<file path="config.mk">
export PLATFORM = sky130hd
export DESIGN_NAME = pintar_scan_controller_flat
export DESIGN_NICKNAME = d
export VERILOG_FILES = /design/src/rtl/pintar_scan_if.sv /design/src/rtl/pintar_scan_controller.sv /design/src/flat_wrapper.sv
export SDC_FILE = /design/constraint.sdc
export NUM_CORES = 1
export LEC_CHECK = 0
export CORE_UTILIZATION = 40
export DETAILED_ROUTE_END_ITERATION = 16
export PLACE_DENSITY = 0.71
export SYNTH_ARGS = -nofsm -noshare
export SYNTH_HDL_FRONTEND = slang
export SYNTH_SLANG_ARGS = --single-unit
</file>
<file path="constraint.sdc">
create_clock -name PINTAR_SCAN_CLOCK_50 -period 6.1 [get_ports PINTAR_SCAN_CLOCK_50]
set_input_delay 0.915 -clock PINTAR_SCAN_CLOCK_50 [delete_from_list [all_inputs] [get_ports PINTAR_SCAN_CLOCK_50]]
set_output_delay 0.915 -clock PINTAR_SCAN_CLOCK_50 [all_outputs]
set_load 0.005 [all_outputs]
</file>
<file path="src/rtl/pintar_scan_if.sv">
// Signal bundle between the pattern source / matrix pins and the row-scan controller.
// STATE_DBG encoding: 0 = IDLE, 1 = LATCH, 2 = BLANK, 3 = SHOW.
interface pintar_scan_if #(
    parameter int DATAWIDTH_DATA = 8
);
    logic                      PINTAR_SCAN_ENABLE_In;
    logic [DATAWIDTH_DATA-1:0] PINTAR_SCAN_ROW7_In;
    logic [DATAWIDTH_DATA-1:0] PINTAR_SCAN_ROW6_In;
    logic [DATAWIDTH_DATA-1:0] PINTAR_SCAN_ROW5_In;
    logic [DATAWIDTH_DATA-1:0] PINTAR_SCAN_ROW4_In;
    logic [DATAWIDTH_DATA-1:0] PINTAR_SCAN_ROW3_In;
    logic [DATAWIDTH_DATA-1:0] PINTAR_SCAN_ROW2_In;
    logic [DATAWIDTH_DATA-1:0] PINTAR_SCAN_ROW1_In;
    logic [DATAWIDTH_DATA-1:0] PINTAR_SCAN_ROW0_In;
    logic [7:0]                PINTAR_SCAN_ROWSEL_OUT;
    logic [DATAWIDTH_DATA-1:0] PINTAR_SCAN_COLUMN_OUT;
    logic [2:0]                PINTAR_SCAN_ROWIDX_OUT;
    logic                      PINTAR_SCAN_FRAME_DONE_OUT;
    logic [1:0]                PINTAR_SCAN_STATE_DBG_OUT;

    modport master (
        output PINTAR_SCAN_ENABLE_In,
        output PINTAR_SCAN_ROW7_In, PINTAR_SCAN_ROW6_In, PINTAR_SCAN_ROW5_In, PINTAR_SCAN_ROW4_In,
        output PINTAR_SCAN_ROW3_In, PINTAR_SCAN_ROW2_In, PINTAR_SCAN_ROW1_In, PINTAR_SCAN_ROW0_In,
        input  PINTAR_SCAN_ROWSEL_OUT, PINTAR_SCAN_COLUMN_OUT, PINTAR_SCAN_ROWIDX_OUT,
        input  PINTAR_SCAN_FRAME_DONE_OUT, PINTAR_SCAN_STATE_DBG_OUT
    );

    modport slave (
        input  PINTAR_SCAN_ENABLE_In,
        input  PINTAR_SCAN_ROW7_In, PINTAR_SCAN_ROW6_In, PINTAR_SCAN_ROW5_In, PINTAR_SCAN_ROW4_In,
        input  PINTAR_SCAN_ROW3_In, PINTAR_SCAN_ROW2_In, PINTAR_SCAN_ROW1_In, PINTAR_SCAN_ROW0_In,
        output PINTAR_SCAN_ROWSEL_OUT, PINTAR_SCAN_COLUMN_OUT, PINTAR_SCAN_ROWIDX_OUT,
        output PINTAR_SCAN_FRAME_DONE_OUT, PINTAR_SCAN_STATE_DBG_OUT
    );
endinterface

</file>
<file path="src/rtl/pintar_scan_controller.sv">
// Row-scan sequencer for the 8x8 LED matrix: latches a frame of row patterns, then
// walks rows 7..0 with a dark blanking gap before each lit window.
module pintar_scan_controller #(
    parameter int DATAWIDTH_DATA = 8,
    parameter int BLANK_CYCLES   = 500,
    parameter int SHOW_CYCLES    = 49500
) (
    input logic         PINTAR_SCAN_CLOCK_50,
    input logic         PINTAR_SCAN_RESET_InHigh,
    pintar_scan_if.slave bus
);
    typedef enum logic [1:0] {
        IDLE  = 2'd0,
        LATCH = 2'd1,
        BLANK = 2'd2,
        SHOW  = 2'd3
    } scan_state_e;

    localparam logic [15:0] BLANK_LAST = 16'(BLANK_CYCLES - 1);
    localparam logic [15:0] SHOW_LAST  = 16'(SHOW_CYCLES - 1);

    scan_state_e               state, state_n;
    logic [15:0]               cnt, cnt_n;
    logic [2:0]                idx, idx_n;
    logic                      load;
    logic                      done_n;
    logic [7:0]                rowsel_q, rowsel_n;
    logic [DATAWIDTH_DATA-1:0] column_q, column_n;
    logic                      done_q;
    logic [DATAWIDTH_DATA-1:0] frame_buf [8];
    logic [DATAWIDTH_DATA-1:0] rows_in   [8];

    always_comb begin
        rows_in[7] = bus.PINTAR_SCAN_ROW7_In;
        rows_in[6] = bus.PINTAR_SCAN_ROW6_In;
        rows_in[5] = bus.PINTAR_SCAN_ROW5_In;
        rows_in[4] = bus.PINTAR_SCAN_ROW4_In;
        rows_in[3] = bus.PINTAR_SCAN_ROW3_In;
        rows_in[2] = bus.PINTAR_SCAN_ROW2_In;
        rows_in[1] = bus.PINTAR_SCAN_ROW1_In;
        rows_in[0] = bus.PINTAR_SCAN_ROW0_In;
    end

    // Next-state logic; idx returns to 7 whenever the next state is IDLE or LATCH.
    always_comb begin
        state_n = state;
        cnt_n   = cnt;
        idx_n   = idx;
        load    = 1'b0;
        done_n  = 1'b0;
        case (state)
            IDLE: begin
                if (bus.PINTAR_SCAN_ENABLE_In) state_n = LATCH;
            end
            LATCH: begin
                cnt_n = '0;
                idx_n = 3'd7;
                if (bus.PINTAR_SCAN_ENABLE_In) begin
                    load    = 1'b1;
                    state_n = BLANK;
                end else begin
                    state_n = IDLE;
                end
            end
            BLANK: begin
                if (!bus.PINTAR_SCAN_ENABLE_In) begin
                    state_n = IDLE;
                    cnt_n   = '0;
                    idx_n   = 3'd7;
                end else if (cnt == BLANK_LAST) begin
                    state_n = SHOW;
                    cnt_n   = '0;
                end else begin
                    cnt_n = cnt + 16'd1;
                end
            end
            SHOW: begin
                // A completed frame reports FRAME_DONE even when ENABLE drops on its last cycle.
                if (cnt == SHOW_LAST && idx == 3'd0) begin
                    done_n  = 1'b1;
                    cnt_n   = '0;
                    idx_n   = 3'd7;
                    state_n = bus.PINTAR_SCAN_ENABLE_In ? LATCH : IDLE;
                end else if (!bus.PINTAR_SCAN_ENABLE_In) begin
                    state_n = IDLE;
                    cnt_n   = '0;
                    idx_n   = 3'd7;
                end else if (cnt == SHOW_LAST) begin
                    state_n = BLANK;
                    cnt_n   = '0;
                    idx_n   = idx - 3'd1;
                end else begin
                    cnt_n = cnt + 16'd1;
                end
            end
            default: begin
                state_n = IDLE;
                cnt_n   = '0;
                idx_n   = 3'd7;
            end
        endcase

        rowsel_n = '0;
        column_n = '0;
        if (state_n == SHOW) begin
            rowsel_n = 8'd1 << idx_n;
            column_n = frame_buf[idx_n];
        end
    end

    always_ff @(posedge PINTAR_SCAN_CLOCK_50) begin
        if (PINTAR_SCAN_RESET_InHigh) begin
            state    <= IDLE;
            cnt      <= '0;
            idx      <= 3'd7;
            rowsel_q <= '0;
            column_q <= '0;
            done_q   <= 1'b0;
        end else begin
            state    <= state_n;
            cnt      <= cnt_n;
            idx      <= idx_n;
            rowsel_q <= rowsel_n;
            column_q <= column_n;
            done_q   <= done_n;
        end
    end

    always_ff @(posedge PINTAR_SCAN_CLOCK_50) begin
        if (PINTAR_SCAN_RESET_InHigh) begin
            for (int i = 0; i < 8; i++) frame_buf[i] <= '0;
        end else if (load) begin
            for (int i = 0; i < 8; i++) frame_buf[i] <= rows_in[i];
        end
    end

    assign bus.PINTAR_SCAN_ROWSEL_OUT     = rowsel_q;
    assign bus.PINTAR_SCAN_COLUMN_OUT     = column_q;
    assign bus.PINTAR_SCAN_ROWIDX_OUT     = idx;
    assign bus.PINTAR_SCAN_FRAME_DONE_OUT = done_q;
    assign bus.PINTAR_SCAN_STATE_DBG_OUT  = state;
endmodule

</file>
<file path="src/flat_wrapper.sv">
// flat-port wrapper written by rule: the top's interface ports become plain ports
module pintar_scan_controller_flat 
#(
    parameter int DATAWIDTH_DATA = 8,
    parameter int BLANK_CYCLES   = 500,
    parameter int SHOW_CYCLES    = 49500
)
  (PINTAR_SCAN_CLOCK_50, PINTAR_SCAN_RESET_InHigh, bus_PINTAR_SCAN_ENABLE_In, bus_PINTAR_SCAN_ROW7_In, bus_PINTAR_SCAN_ROW6_In, bus_PINTAR_SCAN_ROW5_In, bus_PINTAR_SCAN_ROW4_In, bus_PINTAR_SCAN_ROW3_In, bus_PINTAR_SCAN_ROW2_In, bus_PINTAR_SCAN_ROW1_In, bus_PINTAR_SCAN_ROW0_In, bus_PINTAR_SCAN_ROWSEL_OUT, bus_PINTAR_SCAN_COLUMN_OUT, bus_PINTAR_SCAN_ROWIDX_OUT, bus_PINTAR_SCAN_FRAME_DONE_OUT, bus_PINTAR_SCAN_STATE_DBG_OUT);
  pintar_scan_if #(.DATAWIDTH_DATA(DATAWIDTH_DATA)) bus_i ();
  input logic PINTAR_SCAN_CLOCK_50;
  input logic PINTAR_SCAN_RESET_InHigh;
  input wire logic [$bits(bus_i.PINTAR_SCAN_ENABLE_In)-1:0] bus_PINTAR_SCAN_ENABLE_In;
  input wire logic [$bits(bus_i.PINTAR_SCAN_ROW7_In)-1:0] bus_PINTAR_SCAN_ROW7_In;
  input wire logic [$bits(bus_i.PINTAR_SCAN_ROW6_In)-1:0] bus_PINTAR_SCAN_ROW6_In;
  input wire logic [$bits(bus_i.PINTAR_SCAN_ROW5_In)-1:0] bus_PINTAR_SCAN_ROW5_In;
  input wire logic [$bits(bus_i.PINTAR_SCAN_ROW4_In)-1:0] bus_PINTAR_SCAN_ROW4_In;
  input wire logic [$bits(bus_i.PINTAR_SCAN_ROW3_In)-1:0] bus_PINTAR_SCAN_ROW3_In;
  input wire logic [$bits(bus_i.PINTAR_SCAN_ROW2_In)-1:0] bus_PINTAR_SCAN_ROW2_In;
  input wire logic [$bits(bus_i.PINTAR_SCAN_ROW1_In)-1:0] bus_PINTAR_SCAN_ROW1_In;
  input wire logic [$bits(bus_i.PINTAR_SCAN_ROW0_In)-1:0] bus_PINTAR_SCAN_ROW0_In;
  output wire logic [$bits(bus_i.PINTAR_SCAN_ROWSEL_OUT)-1:0] bus_PINTAR_SCAN_ROWSEL_OUT;
  output wire logic [$bits(bus_i.PINTAR_SCAN_COLUMN_OUT)-1:0] bus_PINTAR_SCAN_COLUMN_OUT;
  output wire logic [$bits(bus_i.PINTAR_SCAN_ROWIDX_OUT)-1:0] bus_PINTAR_SCAN_ROWIDX_OUT;
  output wire logic [$bits(bus_i.PINTAR_SCAN_FRAME_DONE_OUT)-1:0] bus_PINTAR_SCAN_FRAME_DONE_OUT;
  output wire logic [$bits(bus_i.PINTAR_SCAN_STATE_DBG_OUT)-1:0] bus_PINTAR_SCAN_STATE_DBG_OUT;
  assign bus_i.PINTAR_SCAN_ENABLE_In = bus_PINTAR_SCAN_ENABLE_In;
  assign bus_i.PINTAR_SCAN_ROW7_In = bus_PINTAR_SCAN_ROW7_In;
  assign bus_i.PINTAR_SCAN_ROW6_In = bus_PINTAR_SCAN_ROW6_In;
  assign bus_i.PINTAR_SCAN_ROW5_In = bus_PINTAR_SCAN_ROW5_In;
  assign bus_i.PINTAR_SCAN_ROW4_In = bus_PINTAR_SCAN_ROW4_In;
  assign bus_i.PINTAR_SCAN_ROW3_In = bus_PINTAR_SCAN_ROW3_In;
  assign bus_i.PINTAR_SCAN_ROW2_In = bus_PINTAR_SCAN_ROW2_In;
  assign bus_i.PINTAR_SCAN_ROW1_In = bus_PINTAR_SCAN_ROW1_In;
  assign bus_i.PINTAR_SCAN_ROW0_In = bus_PINTAR_SCAN_ROW0_In;
  assign bus_PINTAR_SCAN_ROWSEL_OUT = bus_i.PINTAR_SCAN_ROWSEL_OUT;
  assign bus_PINTAR_SCAN_COLUMN_OUT = bus_i.PINTAR_SCAN_COLUMN_OUT;
  assign bus_PINTAR_SCAN_ROWIDX_OUT = bus_i.PINTAR_SCAN_ROWIDX_OUT;
  assign bus_PINTAR_SCAN_FRAME_DONE_OUT = bus_i.PINTAR_SCAN_FRAME_DONE_OUT;
  assign bus_PINTAR_SCAN_STATE_DBG_OUT = bus_i.PINTAR_SCAN_STATE_DBG_OUT;
  pintar_scan_controller #(.DATAWIDTH_DATA(DATAWIDTH_DATA), .BLANK_CYCLES(BLANK_CYCLES), .SHOW_CYCLES(SHOW_CYCLES)) u_core (.PINTAR_SCAN_CLOCK_50(PINTAR_SCAN_CLOCK_50), .PINTAR_SCAN_RESET_InHigh(PINTAR_SCAN_RESET_InHigh), .bus(bus_i));
endmodule
</file>
==> results_dict.tcl <==
set metrics [dict create \
    skew_ns 0.0136 \
    synth_area_per_cell_um2 10.7 \
    status "finished with violations" \
    critPathArrivalTime_ns 3.07 \
    ys.flop_type "edfxtp_1" \
    worst_pin_slew_ns 0.984 \
    die-width_um 112 \
    cpLargestDelayFamily "buffers and inverters" \
    clock_power_share 0.405 \
    start_util 0.417 \
    p_sw_frac 0.232 \
    cp_slowest_cell "nand2_2" \
    multi_input_area_um2 2000 \
    grt_max_degree 61 \
    dr.pass1.iters 13 \
    p_per_area_nw_per_um2 238 \
    grt_overflow 0 \
    p_comb_frac 0.063 \
    min_from "u_core.cnt[5]$_SDFFE_PP0P_" \
    antenna_left 0 \
    cts_resized 0 \
    port_buffers 88 \
    drt-initial-drc-count 207 \
    syn_inst 451 \
    yosys_warnings 0 \
    ys_types 44 \
    cp-end-kind "register" \
    ys_ff_latch 102 \
    final_hold_viol_count 0 \
    setup_viol_count_final 0 \
    cp_num_buf_inv 4 \
    regArea_um2 2680 \
    vias 3615 \
    fin_crit_sh 0.501 \
    hold_path_class "register to register" \
    vias_per_cell 5.40 \
    grtUsageTotal 0.180 \
    drc 3 \
    numCtsBuffers 9 \
    worst_ep_required_time_ns 6.12 \
    crit_chain "clkdlybuf4s50_1, buf_4, inv_1, nand2_2, buf_4" \
    final_cells 669 \
    clock-sinks 102 \
    worstSkewPairLatency_ns 0.35 \
    dp_cells 653 \
    area_growth_pct 25.9 \
    violations "DRC" \
    cts-hold-fix-buffers 0 \
    cpMostUsedCell "buf_4" \
    place_congestion 0.838 \
    slew_headroom 0.341 \
    cts_tree "built" \
    clock_path_buffers 2 \
    rsz0062_at_grt "no" \
    crit_start "PINTAR_SCAN_RESET_InHigh" \
    grt_pass1_wl_mm 17.6 \
    power_frac_seq 0.531 \
    htreeDepth 3 \
    post_cts_buffers 0 \
    report.final.slew_viol_count 0 \
    drive_above_1_share 0.0532 \
    peakVddDrop_mv 0.131 \
    crit_fanout 39 \
    hpwl_mm 7.66 \
    diodes 0 \
    netlist_area_um2 4840 \
    max_freq_ghz 0.327 \
    coreArea_um2 11600 \
    yosysSeqAreaShare 0.554 \
    post_drt_wl_per_cell_um 16.3 \
    synth_edf_count 64 \
    async_reset_ff_frac 0 \
    synth.net_count 521 \
    r2r_start "u_core.cnt[0]$_SDFFE_PP0P_" \
    setup_tns_ns 0 \
    cts-root-buf "clkbuf_16" \
    io_pins 89 \
    rows 39 \
    grt_antenna_before_repair 0 \
    dieArea_um2 12600 \
    die_height_um 112 \
    p_sw_uw 336 \
    p_int_uw 1110 \
    max_stage_delay_ns 0.68 \
    grt_pass1_vias 3568 \
    cts.clk_slew.worst_paths_ns 0.09 \
    wirelength_mm 10.9 \
    layout.nets 591 \
    nFillCells 1033 \
    p_leak_uw 0.00216 \
    period_needed_ns 3.05 \
    crit_path_start_kind "input pin" \
    critical_path_class "input pin to register" \
    drv_cap 0 \
]
==> worst paths after layout <==
kind / depth (start not counted) / slack (ns) / end
max: 5 / 3.05 / u_core.frame_buf[6][1]$_SDFFCE_PP0P_
min: 2 / 0.53 / u_core.cnt[5]$_SDFFE_PP0P_
max reg2reg: 7 / 3.24 / u_core.cnt[14]$_SDFFE_PP0P_
min reg2reg: 2 / 0.53 / u_core.cnt[5]$_SDFFE_PP0P_
==> layer usage <==
metal / share of wire / vias to the layer above / wire, um / GRT usage
li1: - / 1803 / - / -
met1: 0.45 / 1686 / 4870 / 0.229
met2: 0.48 / 108 / 5270 / 0.300
met3: 0.045 / 18 / 489 / 0.0362
met4: 0.028 / 0 / 302 / 0.0756
met5: 0 / - / 0 / 0
==> power by group through the flow <==
stage | Combinational [uW] | Clock [uW] | Sequential, uW
final | 91.5 | 587 | 770
after global routing | 99.7 | 611 | 772
after CTS | 92.6 | 589 | 770
after detailed placement | 92.2 | 0 | 786
after global placement | 90.4 | 0 | 786
after floorplan | 39.6 | 0 | 781
==> Yosys cell counts (3+ instances only) <==
library cell   n  share of area
nand3b_1       7          0.011
o211ai_1      24          0.037
and3_1        36          0.047
o21ai_0       16          0.017
ha_1           3         0.0078
nor2b_1       19          0.025
nor2_1        17          0.013
and4_1         3         0.0054
and2_1        50          0.065
and4b_1        3         0.0062
buf_2          7         0.0072
o31ai_1        8          0.012
a211oi_1       8          0.012
nand3_1        8         0.0083
dfxtp_1       38           0.16
nor3b_1        5         0.0078
nand4_1        4         0.0052
edfxtp_1      64           0.40
nor3_1        12          0.012
nor4_1         4         0.0052
inv_1          3         0.0023
or3_1          6         0.0078
a21oi_1       17          0.018
a21boi_0      24          0.037
buf_4          3         0.0046
nand2_1       18          0.014
clkbuf_1      23          0.018
==> cell type report <==
type                       instances  area share
sequential                       102       0.440
inverter                           3     0.00185
timing repair buffer              93       0.151
clock buffer                       9      0.0369
multi-input combinational        312       0.328
tap                              143      0.0293
clock inverter                     7      0.0137
==> worst min-delay path, cell delays in order (launching register included) <==
cell     delay [ns]
dfxtp_1        0.35
o21ai_0        0.08
a21oi_1        0.06
==> through the flow <==
step                      hold slack (ns)  utilization  setup slack, ns  instance area, um^2  total power (uW)
after detailed placement            0.508        0.498             2.66                 5790               878
after global placement              0.505        0.498             2.73                 5790               876
after floorplan                     0.479            -             3.11                 4840               820
final                               0.532        0.525             3.05                 6100              1450
after CTS                           0.526        0.525             3.01                 6100              1450
after global routing                0.586        0.525             2.87                 6100              1480
==> cells in the final DEF, fill, tap and decap left out, types with 3 or more instances in the layout <==
master / count
a211oi_1: 8
a21boi_0: 24
a21oi_1: 17
and2_1: 50
and3_1: 36
and4_1: 3
and4b_1: 3
buf_4: 5
clkbuf_16: 9
clkdlybuf4s50_1: 88
dfxtp_1: 38
edfxtp_1: 64
ha_1: 3
inv_1: 3
inv_8: 3
nand2_1: 17
nand3_1: 8
nand3b_1: 7
nand4_1: 4
nor2_1: 17
nor2b_1: 19
nor3_1: 12
nor3b_1: 5
nor4_1: 4
o211ai_1: 24
o21ai_0: 16
o31ai_1: 8
or3_1: 6
==> registers in the layout, indices dropped and copies added (netlist names) <==
signal,cells
u_core.bus.PINTAR_SCAN_FRAME_DONE_OUT,1
u_core.bus.PINTAR_SCAN_ROWSEL_OUT,8
u_core.bus.PINTAR_SCAN_COLUMN_OUT,8
u_core.frame_buf,64
u_core.bus.PINTAR_SCAN_ROWIDX_OUT,3
u_core.bus.PINTAR_SCAN_STATE_DBG_OUT,2
u_core.cnt,16
==> cell families (layout without fill, tap and decap cells) <==
family,after synthesis,after routing,synth area share
flip-flops,102,102,0.554
adder cells (fa/ha/maj),3,3,0.00775
XOR/XNOR,1,1,0.00181
AND/OR/NAND/NOR,204,204,0.258
AO/OA/AOI/OAI,104,104,0.144
buffers and inverters,37,112,0.0344
Note: power is estimated with default switching activity, not from simulation.
